**src/rtl/poly1305_sequencer.sv**
```systemverilog
// rtl/poly1305_sequencer.sv - Poly1305 message sequencer around an external block processor
//
// Purpose:
//   Loads a one-time key, accepts 16-byte message blocks, pads each block and
//   hands it to an external multiply/reduce processor, then fully reduces the
//   accumulator and adds s to form the 128-bit authenticator.
//
// Optional feature:
//   POLY1305_SEQ_TIMEOUT_EN - adds a WAIT watchdog and the sticky err_timeout port.
//
// Ports:
//   clk, rst_ni            clock, asynchronous active-low reset
//   key, key_valid         256-bit one-time key {s, r}, load strobe (IDLE only)
//   msg_data, msg_bytes    message block (byte i at [8i+7:8i]) and byte count 0..16
//   msg_last               final block of the message
//   msg_valid, msg_ready   block handshake
//   pb_start               one-cycle start pulse to the block processor
//   pb_r, pb_m, pb_a_in    clamped r, padded block, current accumulator
//   pb_a_out, pb_done      processor result and its done pulse
//   tag, tag_valid         authenticator and its one-cycle valid pulse
//   err_timeout            sticky watchdog flag (only with POLY1305_SEQ_TIMEOUT_EN)

module poly1305_sequencer (
  input  logic         clk,
  input  logic         rst_ni,
  input  logic [255:0] key,
  input  logic         key_valid,
  input  logic [127:0] msg_data,
  input  logic [4:0]   msg_bytes,
  input  logic         msg_last,
  input  logic         msg_valid,
  output logic         msg_ready,
  output logic         pb_start,
  output logic [127:0] pb_r,
  output logic [128:0] pb_m,
  output logic [129:0] pb_a_in,
  input  logic [129:0] pb_a_out,
  input  logic         pb_done,
  output logic [127:0] tag,
  output logic         tag_valid
`ifdef POLY1305_SEQ_TIMEOUT_EN
  ,
  output logic         err_timeout
`endif
);

  // Poly1305 prime 2^130 - 5 and the r clamp mask.
  localparam logic [129:0] P_PRIME = 130'h3_ffff_ffff_ffff_ffff_ffff_ffff_ffff_fffb;
  localparam logic [127:0] R_CLAMP = 128'h0fff_fffc_0fff_fffc_0fff_fffc_0fff_ffff;

  typedef enum logic [2:0] {
    IDLE    = 3'd0,
    ACCEPT  = 3'd1,
    ISSUE   = 3'd2,
    WAIT    = 3'd3,
    FREDUCE = 3'd4,
    TAGADD  = 3'd5,
    DONE    = 3'd6
  } state_t;

  state_t        state_q, state_d;
  logic [127:0]  r_q, r_d;
  logic [127:0]  s_q, s_d;
  logic [129:0]  acc_q, acc_d;
  logic [128:0]  pb_m_q, pb_m_d;
  logic          last_q, last_d;
  logic [127:0]  tag_q, tag_d;

`ifdef POLY1305_SEQ_TIMEOUT_EN
  logic [7:0]    cnt_q, cnt_d;
  logic          err_q, err_d;
`endif

  // Padding datapath: keep bytes below n, zero the rest, set the 1 bit at 8n.
  logic [4:0]    n_eff;
  logic [128:0]  pad_m;

  always_comb begin
    n_eff = (msg_bytes > 5'd16) ? 5'd16 : msg_bytes;
    pad_m = '0;
    for (int i = 0; i < 16; i++) begin
      if (5'(i) < n_eff) begin
        pad_m[8*i +: 8] = msg_data[8*i +: 8];
      end
    end
    pad_m[{n_eff, 3'b000}] = 1'b1;
  end

  // Final reduction: the processor keeps acc below 2^130, so one conditional
  // subtraction of P is enough. Bit 130 of the difference is the borrow.
  logic [130:0]  acc_minus_p;
  logic [127:0]  tag_sum;

  always_comb begin
    acc_minus_p = {1'b0, acc_q} - {1'b0, P_PRIME};
    tag_sum     = acc_q[127:0] + s_q;
  end

  always_comb begin
    state_d   = state_q;
    r_d       = r_q;
    s_d       = s_q;
    acc_d     = acc_q;
    pb_m_d    = pb_m_q;
    last_d    = last_q;
    tag_d     = tag_q;
    msg_ready = 1'b0;
    pb_start  = 1'b0;
    tag_valid = 1'b0;
`ifdef POLY1305_SEQ_TIMEOUT_EN
    cnt_d     = 8'd0;
    err_d     = err_q;
`endif

    unique case (state_q)
      IDLE: begin
        if (key_valid) begin
          r_d     = key[127:0] & R_CLAMP;
          s_d     = key[255:128];
          acc_d   = '0;
          state_d = ACCEPT;
        end
      end

      ACCEPT: begin
        msg_ready = 1'b1;
        if (msg_valid) begin
          last_d = msg_last;
          if (n_eff != 5'd0) begin
            pb_m_d  = pad_m;
            state_d = ISSUE;
          end else if (msg_last) begin
            // Empty final block: nothing to absorb, go straight to reduction.
            state_d = FREDUCE;
          end
          // Empty non-final block is consumed and dropped.
        end
      end

      ISSUE: begin
        pb_start = 1'b1;
        state_d  = WAIT;
      end

      WAIT: begin
`ifdef POLY1305_SEQ_TIMEOUT_EN
        cnt_d = cnt_q + 8'd1;
`endif
        if (pb_done) begin
          acc_d   = pb_a_out;
          state_d = last_q ? FREDUCE : ACCEPT;
`ifdef POLY1305_SEQ_TIMEOUT_EN
        end else if (cnt_d == 8'hff) begin
          // Processor never answered: abandon the message and drop the key.
          err_d   = 1'b1;
          cnt_d   = 8'd0;
          r_d     = '0;
          s_d     = '0;
          state_d = IDLE;
`endif
        end
      end

      FREDUCE: begin
        if (!acc_minus_p[130]) begin
          acc_d = acc_minus_p[129:0];
        end
        state_d = TAGADD;
      end

      TAGADD: begin
        tag_d   = tag_sum;
        state_d = DONE;
      end

      DONE: begin
        tag_valid = 1'b1;
        r_d       = '0;
        s_d       = '0;
        state_d   = IDLE;
      end

      default: begin
        state_d = IDLE;
      end
    endcase
  end

  always_ff @(posedge clk or negedge rst_ni) begin
    if (!rst_ni) begin
      state_q <= IDLE;
      r_q     <= '0;
      s_q     <= '0;
      acc_q   <= '0;
      pb_m_q  <= '0;
      last_q  <= 1'b0;
      tag_q   <= '0;
`ifdef POLY1305_SEQ_TIMEOUT_EN
      cnt_q   <= 8'd0;
      err_q   <= 1'b0;
`endif
    end else begin
      state_q <= state_d;
      r_q     <= r_d;
      s_q     <= s_d;
      acc_q   <= acc_d;
      pb_m_q  <= pb_m_d;
      last_q  <= last_d;
      tag_q   <= tag_d;
`ifdef POLY1305_SEQ_TIMEOUT_EN
      cnt_q   <= cnt_d;
      err_q   <= err_d;
`endif
    end
  end

  assign pb_r    = r_q;
  assign pb_m    = pb_m_q;
  assign pb_a_in = acc_q;
  assign tag     = tag_q;
`ifdef POLY1305_SEQ_TIMEOUT_EN
  assign err_timeout = err_q;
`endif

endmodule

```
**config.mk**
```make
export PLATFORM = sky130hd
export DESIGN_NAME = poly1305_sequencer
export DESIGN_NICKNAME = d
export VERILOG_FILES = /design/src/rtl/poly1305_sequencer.sv
export SDC_FILE = /design/constraint.sdc
export NUM_CORES = 1
export LEC_CHECK = 0
export ABC_AREA = 1
export BUFFER_PORTS_ARGS = -buffer_cell sky130_fd_sc_hd__buf_2
export CAP_MARGIN = 20
export CORE_AREA = 10 10 402 404
export DETAILED_ROUTE_END_ITERATION = 12
export DIE_AREA = 0 0 412 414
export GPL_ROUTABILITY_DRIVEN = 0
export PLACE_DENSITY = 0.46
export REMOVE_ABC_BUFFERS = 1
export SETUP_SLACK_MARGIN = 0.4
export SYNTH_ARGS = -nofsm -noshare
export SYNTH_HDL_FRONTEND = slang
export SYNTH_SLANG_ARGS = --single-unit
```
**constraint.sdc**
```tcl
create_clock -name clk -period 5 [get_ports clk]
set_clock_uncertainty 0.15 [all_clocks]
set_input_delay 1 -clock clk [delete_from_list [all_inputs] [get_ports clk]]
set_output_delay 1 -clock clk [all_outputs]
set_load 0.02 [all_outputs]
```
==> flow_summary_export.csv <==
group,metric,value,unit
global_route,grt_max_degree,219,
final_layout,design_area,54400,µm²
clocking,clockBufferDepth,3,
critical_path,r2r-start,"pb_a_in[0]$_DFFE_PN0P_",
yosys,synth_top_family_by_area,"simple AND/OR/NAND/NOR gates",
run_status,status,"finished, final reports clean",
critical_path,crit_path_frequent_cell,"nand2_1",
die,initial_core_util,28.7,%
sta,relSlewSlack,36.6,%
yosys,ys_seq_area_share,35.6,%
critical_path,cp.arrival,4.31,ns
global_route,track_usage,28.8,%
place,dp_hpwl,217000,µm
yosys,synth_cells,7135,
clocking,htree_num_levels,3,
critical_path,crit_required,5.44,ns
clocking,cts-root-buf,"clkbuf_16",
place,dpl_cell_area,51600,µm²
critical_path,worstPathCellList,"ha_1 > nor2_1 > inv_2 > nand3_2 > nor2_4 > nand2_2 > nor2_4 > nand2_1 > nor2_2 > nand4_2 > nand2_1 > nand3_2 > buf_4 > nand2_1 > nand2_1",
global_route,grt_pass1_wl,355000,µm
critical_path,path_class,"reg2reg",
die,num_rows,144,
sta,worst_slew_pin_slew,0.951,ns
critical_path,end_kind,"register",
detailed_routing,drc,0,
global_route,grt_pass1_vias,48200,
critical_path,critPathTopFamily,"simple AND/OR/NAND/NOR gates",
power,powerDensity,661,nW/µm²
critical_path,crit_path_top_delay_cell,"nand3_2",
yosys,ys.flop_type,"dfrtp_1",
die,dieHeight,414,µm
sta,hold_viol,0,
critical_path,path_buf_inv,2,
yosys,synth_fa_ha_area_share,3.69,%
place,portBuffers,998,
clocking,postCtsSetupBuffers,0,
yosys,synth_cell_types,47,
yosys,synth_edf_count,0,
clocking,cts_made_buffers,80,
die,core,153000,µm²
final_layout,area_delta_synth_final,23.6,%
final_layout,final_util,35.5,%
place,place_ws,0.752,ns
clocking,cts.reportedPaths.clkPinSlew,0.06,ns
sta,period_share,77.2,%
yosys,syn_area,44000,µm²
critical_path,worstReg2RegEnd,"pb_a_in[74]$_DFFE_PN0P_",
detailed_routing,via_count,50100,
sta,fin_hold_ws,0.144,ns
final_layout,final_layout_size_suffix_gt1_share,15.4,%
global_route,grt_overflow,0,
die,fp.dieW,412,µm
yosys,async_flop_share,100,%
min_path,hold_class,"in2async",
die,dieArea,171000,µm²
critical_path,crit_path_start_kind,"register",
power,leakagePower,0.0305,µW
sta,min_period,3.86,ns
final_layout,n_fill_cell,17300,
yosys,yosys_warnings,0,
clocking,cts.sinks,625,
yosys,yosys.area_share.xor_xnor,1.37,%
yosys,synth_compound_area_share,7.91,%
detailed_routing,detail-route-antenna-nets,0,
global_route,antenna_found_initial,84,
critical_path,critPathMaxFanout,32,
critical_path,reg2reg_depth,15,
power,irDropWorstVdd,0.000746,V
clocking,holdBufCountCts,0,
clocking,cts-resized-gates,0,
detailed_routing,viasPerCell,4.89,
sta,fmax,259,MHz
clocking,cts_tree,"done",
yosys,synthSimpleGateAreaFrac,38.6,%
yosys,syn_avg_cell_area,6.17,µm²
sta,slew_violations,0,
sta,setup_ws,1.14,ns
clocking,clkLatencyLatePin,0.73,ns
detailed_routing,first_pass_iters,6,
yosys,synth-seq-cells,625,
die,ioPinCount,1043,
detailed_routing,drt_iter0_drc,4455,
detailed_routing,wl_per_cell,25.0,µm
sta,setup_viol,0,
critical_path,rrSetupSlack,1.14,ns
flow_run,drv_cap,0,
detailed_routing,routed_wl,256000,µm
yosys,synth.area.mux_share,0,%
critical_path,max_stage_delay,0.59,ns
sta,setup_tns,0,ns
sta,rsz0062_at_grt,"no",
final_layout,final_nets,8768,
cells in the mapped netlist, types with 2 or more instances:
| cell type | count | share of area (%) |
|---|---|---|
| buf_2 | 11 | 0.13 |
| a21o_1 | 3 | 0.051 |
| nand3_2 | 2 | 0.046 |
| a21oi_1 | 119 | 1.4 |
| o21ai_0 | 400 | 4.6 |
| nor2_2 | 3 | 0.043 |
| xor2_1 | 6 | 0.12 |
| a32o_1 | 9 | 0.20 |
| o31ai_1 | 5 | 0.085 |
| ha_1 | 128 | 3.6 |
| clkbuf_1 | 143 | 1.2 |
| nand3b_1 | 25 | 0.43 |
| a31oi_1 | 10 | 0.14 |
| nand4_1 | 28 | 0.40 |
| a22oi_1 | 8 | 0.14 |
| inv_1 | 1239 | 11 |
| buf_1 | 14 | 0.12 |
| and2_1 | 10 | 0.14 |
| or2_2 | 15 | 0.21 |
| nand3_1 | 639 | 7.3 |
| nor3_1 | 120 | 1.4 |
| clkinv_1 | 3 | 0.026 |
| o21bai_1 | 10 | 0.17 |
| nor2_1 | 573 | 4.9 |
| buf_4 | 41 | 0.70 |
| a22o_1 | 10 | 0.20 |
| inv_2 | 14 | 0.12 |
| xnor2_1 | 63 | 1.3 |
| nand2_1 | 2757 | 24 |
| nor4_1 | 3 | 0.043 |
| dfrtp_1 | 625 | 36 |
| nor3b_1 | 4 | 0.068 |
| nor2_4 | 2 | 0.051 |
| o21ai_1 | 80 | 0.91 |
power breakdown:
group | total [µW] | switching [µW] | internal (µW)
clock network | 6160 | 2580 | 3580
logic | 19700 | 14200 | 5560
registers | 10000 | 2700 | 7340
flip-flops by register name (all words and copies together), names as in the netlist:
signal and count:
pb_a_in 130, pb_r 106, state_q 3, pb_m 129
last_q 1, s_q 128, tag 128
routing by layer:
metal | global-route usage, % | share of wire [%] | up-vias | routed length, µm
li1 | - | - | 23900 | -
met1 | 34.0 | 38 | 23400 | 97800
met2 | 48.7 | 47 | 2165 | 121000
met3 | 7.20 | 8.9 | 531 | 22900
met4 | 12.9 | 5.6 | 86 | 14300
met5 | 0 | 0.22 | - | 573
worst register-to-register path, stage by stage (launching register included):
cell and delay [ns]:
dfrtp_1 0.57, ha_1 0.35, nor2_1 0.10, inv_2 0.10, nand3_2 0.17, nor2_4 0.19
nand2_2 0.09, nor2_4 0.17, nand2_1 0.17, nor2_2 0.16, nand4_2 0.16, nand2_1 0.12
nand3_2 0.59, buf_4 0.51, nand2_1 0.10, nand2_1 0.06
cell families after synthesis:
group | count (synthesis)
xor gates and xnor gates | 69
buffers and inverters | 1465
DFF | 625
other | 1
and+or+nand+nor | 4186
adders and majority gates | 129
AOI/OAI and AO/OA | 660
layout by cell type, fill, tap and decap left out, types with 4 or more instances in the layout:
master,count
buf_4,73
a21oi_1,119
nor2_1,569
a22oi_1,8
clkbuf_1,16
inv_2,12
nand2_1,2757
nand3_1,638
buf_12,14
clkinv_2,7
a32o_1,9
o31ai_1,5
clkbuf_16,80
a22o_1,10
clkinv_4,4
nand3b_1,25
nor3_1,120
diode_2,23
a31oi_1,10
clkinv_16,5
xnor2_1,63
inv_1,1239
nand4_1,28
or2_2,15
xor2_1,6
o21ai_0,400
o21bai_1,10
nor3b_1,4
ha_1,128
clkbuf_8,12
conb_1,22
buf_2,997
nor2_4,6
dfrtp_1,625
clkinvlp_4,4
bufinv_16,8
and2_1,10
o21ai_1,80
final cells by class:
type | count | area, µm² | share of cell area [%]
Timing Repair Buffer | 1085 | 5830 | 10.7
Clock inverter | 32 | 533 | 0.980
Sequential cell | 625 | 15600 | 28.8
Inverter | 1256 | 4730 | 8.69
Multi-Input combinational cell | 5066 | 22800 | 41.9
Tap cell | 2044 | 2560 | 4.70
Clock buffer | 108 | 2230 | 4.10
Antenna cell | 23 | 57.6 | 0.106
stage by stage:
step                      power [µW]  cells
after global placement         29500  10100
after global routing           38000  10200
after floorplan                20200   6947
final                          35900  10200
after detailed placement       29700  10100
after CTS                      36000  10200
how the worst max path moves through the flow:
stage,slack [ns],start,cells past startpoint,to
floorplan,-4.86,key_valid,2,pb_r[0]$_DFFE_PN0P_
global placement,0.83,msg_bytes[4],11,pb_m[86]$_DFFE_PN0P_
detailed placement,0.75,msg_bytes[4],11,pb_m[86]$_DFFE_PN0P_
CTS,1.16,pb_a_in[0]$_DFFE_PN0P_,15,pb_a_in[74]$_DFFE_PN0P_
global route,0.92,pb_a_in[0]$_DFFE_PN0P_,15,pb_a_in[125]$_DFFE_PN0P_
finish,1.14,pb_a_in[0]$_DFFE_PN0P_,15,pb_a_in[74]$_DFFE_PN0P_
No activity file was read; power rests on OpenSTA's default activity.
